--- src/rtl/pipe_hazard_ctrl.sv ---
// pipe_hazard_ctrl
//   Stall/flush sequencer for the 5-stage pipeline. Produces enable and
//   bubble controls for PC, IF/ID, ID/EX, EX/MEM and MEM/WB. It resolves data
//   memory wait states, taken-branch squash, load-use hazards and HI/LO
//   hazards against a background mult/div unit whose latency is tracked here.
//   It also flags memory timeouts and counts stalled cycles.
//
// Ports
//   clk, Reset            clock; synchronous active-low reset
//   id_rs/id_rt           source fields of the ID instruction
//   id_uses_rs/id_uses_rt ID instruction reads rs / rt
//   ex_memread, ex_rt     load in EX and its destination register
//   id_md_start/_is_div   ID instruction starts mult (0) or div (1)
//   id_md_read            ID instruction accesses HI/LO
//   ex_branch_taken       branch/jump in EX resolved taken
//   mem_req, mem_ready    MEM-stage access request and completion
//   *_en, *_flush         pipeline register enables and bubble inserts
//   md_busy, md_done      mult/div in flight; one-cycle completion pulse
//   mem_err               sticky memory-timeout flag
//   stall_cnt             saturating count of cycles with PC held
module pipe_hazard_ctrl #(
  parameter int unsigned MUL_CYCLES  = 4,
  parameter int unsigned DIV_CYCLES  = 32,
  parameter int unsigned MEM_TIMEOUT = 255
) (
  input  logic        clk,
  input  logic        Reset,
  input  logic [4:0]  id_rs,
  input  logic [4:0]  id_rt,
  input  logic        id_uses_rs,
  input  logic        id_uses_rt,
  input  logic        ex_memread,
  input  logic [4:0]  ex_rt,
  input  logic        id_md_start,
  input  logic        id_md_is_div,
  input  logic        id_md_read,
  input  logic        ex_branch_taken,
  input  logic        mem_req,
  input  logic        mem_ready,
  output logic        pc_en,
  output logic        ifid_en,
  output logic        ifid_flush,
  output logic        idex_en,
  output logic        idex_flush,
  output logic        exmem_en,
  output logic        memwb_en,
  output logic        memwb_flush,
  output logic        md_busy,
  output logic        md_done,
  output logic        mem_err,
  output logic [15:0] stall_cnt
);

  localparam logic [5:0] MUL_LOAD = 6'(MUL_CYCLES);
  localparam logic [5:0] DIV_LOAD = 6'(DIV_CYCLES);
  localparam logic [7:0] TIMEOUT  = 8'(MEM_TIMEOUT);

  // One pipeline action per cycle, in priority order.
  typedef enum logic [1:0] {
    ACT_NONE,
    ACT_MEM_WAIT,
    ACT_SQUASH,
    ACT_HOLD_ID
  } action_t;

  action_t    action;
  logic [5:0] md_cnt;
  logic [7:0] wait_cnt;
  logic       mem_stall;
  logic       load_use;
  logic       md_hazard;
  logic       md_issue;

  assign md_busy   = (md_cnt != '0);
  assign mem_stall = mem_req & ~mem_ready;
  assign load_use  = ex_memread & (ex_rt != '0) &
                     ((id_uses_rs & (id_rs == ex_rt)) |
                      (id_uses_rt & (id_rt == ex_rt)));
  assign md_hazard = md_busy & (id_md_read | id_md_start);

  always_comb begin
    if (mem_stall)                  action = ACT_MEM_WAIT;
    else if (ex_branch_taken)       action = ACT_SQUASH;
    else if (load_use || md_hazard) action = ACT_HOLD_ID;
    else                            action = ACT_NONE;
  end

  // A start that is squashed, held or blocked by a busy unit never issues.
  assign md_issue = id_md_start & (action == ACT_NONE);

  always_comb begin
    pc_en       = Reset;
    ifid_en     = Reset;
    idex_en     = Reset;
    exmem_en    = Reset;
    memwb_en    = Reset;
    ifid_flush  = 1'b0;
    idex_flush  = 1'b0;
    memwb_flush = 1'b0;
    if (Reset) begin
      case (action)
        ACT_MEM_WAIT: begin
          pc_en       = 1'b0;
          ifid_en     = 1'b0;
          idex_en     = 1'b0;
          exmem_en    = 1'b0;
          memwb_flush = 1'b1;
        end
        ACT_SQUASH: begin
          ifid_flush = 1'b1;
          idex_flush = 1'b1;
        end
        ACT_HOLD_ID: begin
          pc_en      = 1'b0;
          ifid_en    = 1'b0;
          idex_flush = 1'b1;
        end
        default: ;
      endcase
    end
  end

  always_ff @(posedge clk) begin
    if (!Reset) begin
      md_cnt    <= '0;
      wait_cnt  <= '0;
      mem_err   <= 1'b0;
      stall_cnt <= '0;
      md_done   <= 1'b0;
    end else begin
      md_done <= (md_cnt == 6'd1);

      if (md_issue)
        md_cnt <= id_md_is_div ? DIV_LOAD : MUL_LOAD;
      else if (md_busy)
        md_cnt <= md_cnt - 6'd1;

      // Timeout compares the pre-increment count, so mem_err rises on
      // the (MEM_TIMEOUT+1)-th consecutive stalled edge.
      if (mem_stall) begin
        if (wait_cnt != '1)
          wait_cnt <= wait_cnt + 8'd1;
        if (wait_cnt == TIMEOUT)
          mem_err <= 1'b1;
      end else begin
        wait_cnt <= '0;
      end

      if (!pc_en && stall_cnt != '1)
        stall_cnt <= stall_cnt + 16'd1;
    end
  end

endmodule

--- config.mk ---
export PLATFORM = sky130hd
export DESIGN_NAME = pipe_hazard_ctrl
export DESIGN_NICKNAME = d
export VERILOG_FILES = /design/src/rtl/pipe_hazard_ctrl.sv
export SDC_FILE = /design/constraint.sdc
export NUM_CORES = 1
export LEC_CHECK = 0
export CORE_MARGIN = 2
export CORE_UTILIZATION = 47
export CTS_CLUSTER_DIAMETER = 100
export DETAILED_ROUTE_END_ITERATION = 6
export PLACE_DENSITY = 0.79
export REMOVE_ABC_BUFFERS = 1
export SETUP_SLACK_MARGIN = 0.02
export SLEW_MARGIN = 20
export SYNTH_ARGS = -nofsm -noshare
export SYNTH_HDL_FRONTEND = slang
export SYNTH_SLANG_ARGS = --single-unit
--- constraint.sdc ---
create_clock -name clk -period 3.09 [get_ports clk]
set_clock_uncertainty 0.2 [all_clocks]
set_input_delay 0.7725 -clock clk [delete_from_list [all_inputs] [get_ports clk]]
set_output_delay 0.7725 -clock clk [all_outputs]
set_load 0.005 [all_outputs]
==> summary.md <==
| Metric | Value |
|---|---|
| Busiest layer in global routing | `met2` |
| Drt first pass iters | `4` |
| Synth Cell Area | `0.00181 mm²` |
| CTS sink cnt | `32` |
| Final Hold Fails | `0` |
| Placed Cells incl. Taps | `323` |
| Overflow after GRT | `0` |
| Non-filler cells, final | `331` |
| Crit path to | `ifid_flush` |
| Crit path depth | `4` |
| Outcome | `completed` |
| DRC viols | `0` |
| DR WL/cell | `12.8 µm` |
| Arr. time, crit path | `2040 ps` |
| Grt met2 use | `34.5%` |
| # rows | `22` |
| Sequential element share of the synthesized area | `35.4%` |
| Critical Path RT | `approximately 2100 ps` |
| Bufs and invs on worst path | `2` |
| Post-route design area | `0.00258 mm²` |
| Core ar. | `~0.0037 mm²` |
| Fin crit share | `97.4%` |
| Worst r2r path cells | `8` |
| Post-route ant nets | `0` |
| Fmax | `around 330 MHz` |
| Share of layout cells above drive strength 1 | `16.3%` |
| Leak pwr | `1.16 nW` |
| Hold WS | `288 ps` |
| Worst path most repeated cell | `clkdlybuf4s50_1` |
| Asr flop ratio synth | `0%` |
| CTS root buf | `clkbuf_8` |
| Vias in the first global route | `around 1600` |
| Total Wirelength | `~4.2 mm` |
| Slowest Stage Delay on Critical Path | `520 ps` |
| Vias per cell | `between 5 and 6` |
| Final Net Count | `314` |
| Syn Inst Count | `215` |
| Initial core utilization | `about half` |
| Met3 usage | `6.47%` |
| Pwr Density | `497 mW/mm²` |
| RSZ-0062 raised after global routing | `false` |
| Warnings, synthesis | `0` |
| Area after DPL | `0.00246 mm²` |
| CP max-delay cell | `clkdlybuf4s50_1` |
| R2R Path Start | `stall_cnt[6]` |
| Post-synth EDFFs | `0` |
| R2R Setup Slk | `950 ps` |
| DP Wirelength | `between 3 and 4 mm` |
| CP delay by family, top | `buffers and inverters` |
| Syn avg cell area | `8.42 µm²` |
| Final GP Congestion | `0.836` |
| Clock Tree Buf Depth | `2` |
| DRT iter0 DRCs | `83` |
| Num CTS Buffers | `5` |
| PortBufs | `52` |
| Die ar. | `0.00436 mm²` |
| Largest net degree at the start of global routing | `26` |
| Worst vdd ir | `0.465 mV` |
| MaxCap Viol Count | `0` |
| Clock slew at reported path FFs | `60 ps` |
| CTS tree | `done` |
| Worst r2r dst | `stall_cnt[6]` |
| Final setup fails | `0` |
| CP Class | `primary input to primary output` |
| Gr usage total | `21.2%` |
| Tmin final | `3010 ps` |
| Most used DFF post-synth | `dfxtp_1` |
| Synth unique cells | `46` |
| Die Height | `about 66 µm` |
| GRT met1 Usage | `a little over a quarter` |
| Slew Limit Headroom | `71.7%` |
| Cell Chain, Critical Path | `clkdlybuf4s50_1 -> nand2b_4 -> and3_1 -> clkdlybuf4s50_1` |
| H-tree levels | `2` |
| Setup tns final | `0 ps` |
| Die Wd | `~66 µm` |
| Fin. max-slew vios | `0` |
| Via count | `1692` |
| Endpoint class of the critical path | `primary output` |
| Initial antenna violation count | `0` |
| Crit path launch | `mem_ready` |
| Synth Register Bits | `32` |
| Clock Latency Late Sink | `roughly 280 ps` |
| Hold Path Class | `flop to flop` |
| Worst slew pin tran | `423 ps` |
| Global-route wire length before repair | `about 7 mm` |
| Antenna Cells | `0` |
| Area Growth Syn to Fin | `42.4%` |
| Worst setup SP type | `primary input` |
| # IOs | `53` |
| Crit Path Max Fanout | `5` |
## area by class of cell
| cell class | count | area [µm²] |
|---|---|---|
| inverters | 8 | 30.0 |
| clock buffers | 7 | 96.3 |
| repair buffers | 69 | 634 |
| fillers | 313 | 1110 |
| well taps | 48 | 60.1 |
| multi-input cells | 167 | 1110 |
| flip-flops and latches | 32 | 641 |
## cell usage after synthesis, types with 2 or more instances
library cell / count / share of area, %
o21ai_0: 4 / 1.1
nand2b_1: 10 / 3.5
dfxtp_1: 32 / 35
nand2_1: 24 / 5.0
and3_1: 9 / 3.1
or3_1: 2 / 0.69
nand4b_1: 2 / 0.97
mux2i_1: 10 / 5.5
nand3_1: 13 / 3.6
a211oi_1: 2 / 0.83
nor3_1: 2 / 0.55
nand4_1: 8 / 2.8
inv_1: 7 / 1.5
nor2_1: 23 / 4.8
xor2_1: 4 / 1.9
ha_1: 5 / 3.5
and4_1: 2 / 0.97
and2_4: 2 / 0.97
o31ai_1: 2 / 0.83
a21boi_0: 2 / 0.83
a21oi_1: 5 / 1.4
buf_4: 4 / 1.7
xnor2_1: 17 / 8.2
clkbuf_1: 2 / 0.42
## worst reg2reg max path, cell delays in order, from the launching register on
cell	delay, ps
dfxtp_1	430
nand4_1	210
nor4_4	390
nor3_2	70
a21oi_2	170
nand2_1	130
buf_4	180
nand2_1	80
mux2i_1	200
## per-layer routing
metal  vias to the layer above  wire length, µm
met3                         9              131
met1                       776             1970
li1                        879                -
met2                        28             2040
met5                         -                0
met4                         0               95
## worst min path at each step
stage	from	end	slack (ps)	cells past startpoint
after floorplan	wait_cnt[6]	wait_cnt[6]	250	1
after global placement	mem_err	mem_err	270	2
after detailed placement	mem_err	mem_err	280	2
after CTS	wait_cnt[6]	wait_cnt[6]	290	1
after global routing	stall_cnt[9]	stall_cnt[9]	320	2
final	mem_err	mem_err	290	2
## logic make-up (layout without fill, tap and decap cells)
family                     count (synthesis)  count (layout)  synth area share [%]
and+or+nand+nor                          110             110                  33.3
DFF                                       32              32                  35.4
AOI/OAI and AO/OA                         21              21                  7.54
xor gates and xnor gates                  21              21                  10.2
buffers and inverters                     16              84                  4.56
muxes                                     10              10                  5.53
adders and majority gates                  5               5                  3.46
## state kept, by name (all words and copies together), names as in the netlist
name / flops
mem_err: 1
stall_cnt: 16
md_done: 1
md_cnt: 6
wait_cnt: 8
## per-stage QoR
stage | worst slack (ps) | utilization (%) | total power [mW]
final | 79.6 | 69.8 | 1.28
after global placement | -644 | 66.6 | 0.939
after detailed placement | -666 | 66.6 | 0.948
after global routing | 19.6 | 69.8 | 1.37
after CTS | 18.1 | 69.3 | 1.30
after floorplan | 299 | - | 0.777
## power by group
group	internal, mW	switching, mW	leakage [nW]
combinational	0.241	0.195	0.854
sequential	0.458	0.0466	0.260
clock	0.198	0.142	0.0503
## cells in the final DEF, fill, tap and decap left out, drive strengths merged, types with 8 or more instances in the layout
master,n
dlymetal6s2s,9
and3,10
nand4,8
dfxtp,32
nand2b,11
clkdlybuf4s50,30
nand3,13
mux2i,10
nand2,24
buf,22
clkbuf,9
xnor2,17
nor2,23
## repair_timing
action	CTS	global route
setup endpoints to repair	8	3
pin swaps	7	16
buffers inserted	1	0
hold buffers	0	0
resized for setup	37	13
endpoints found under the hold margin	0	0
(Power assumes the default switching activity.)
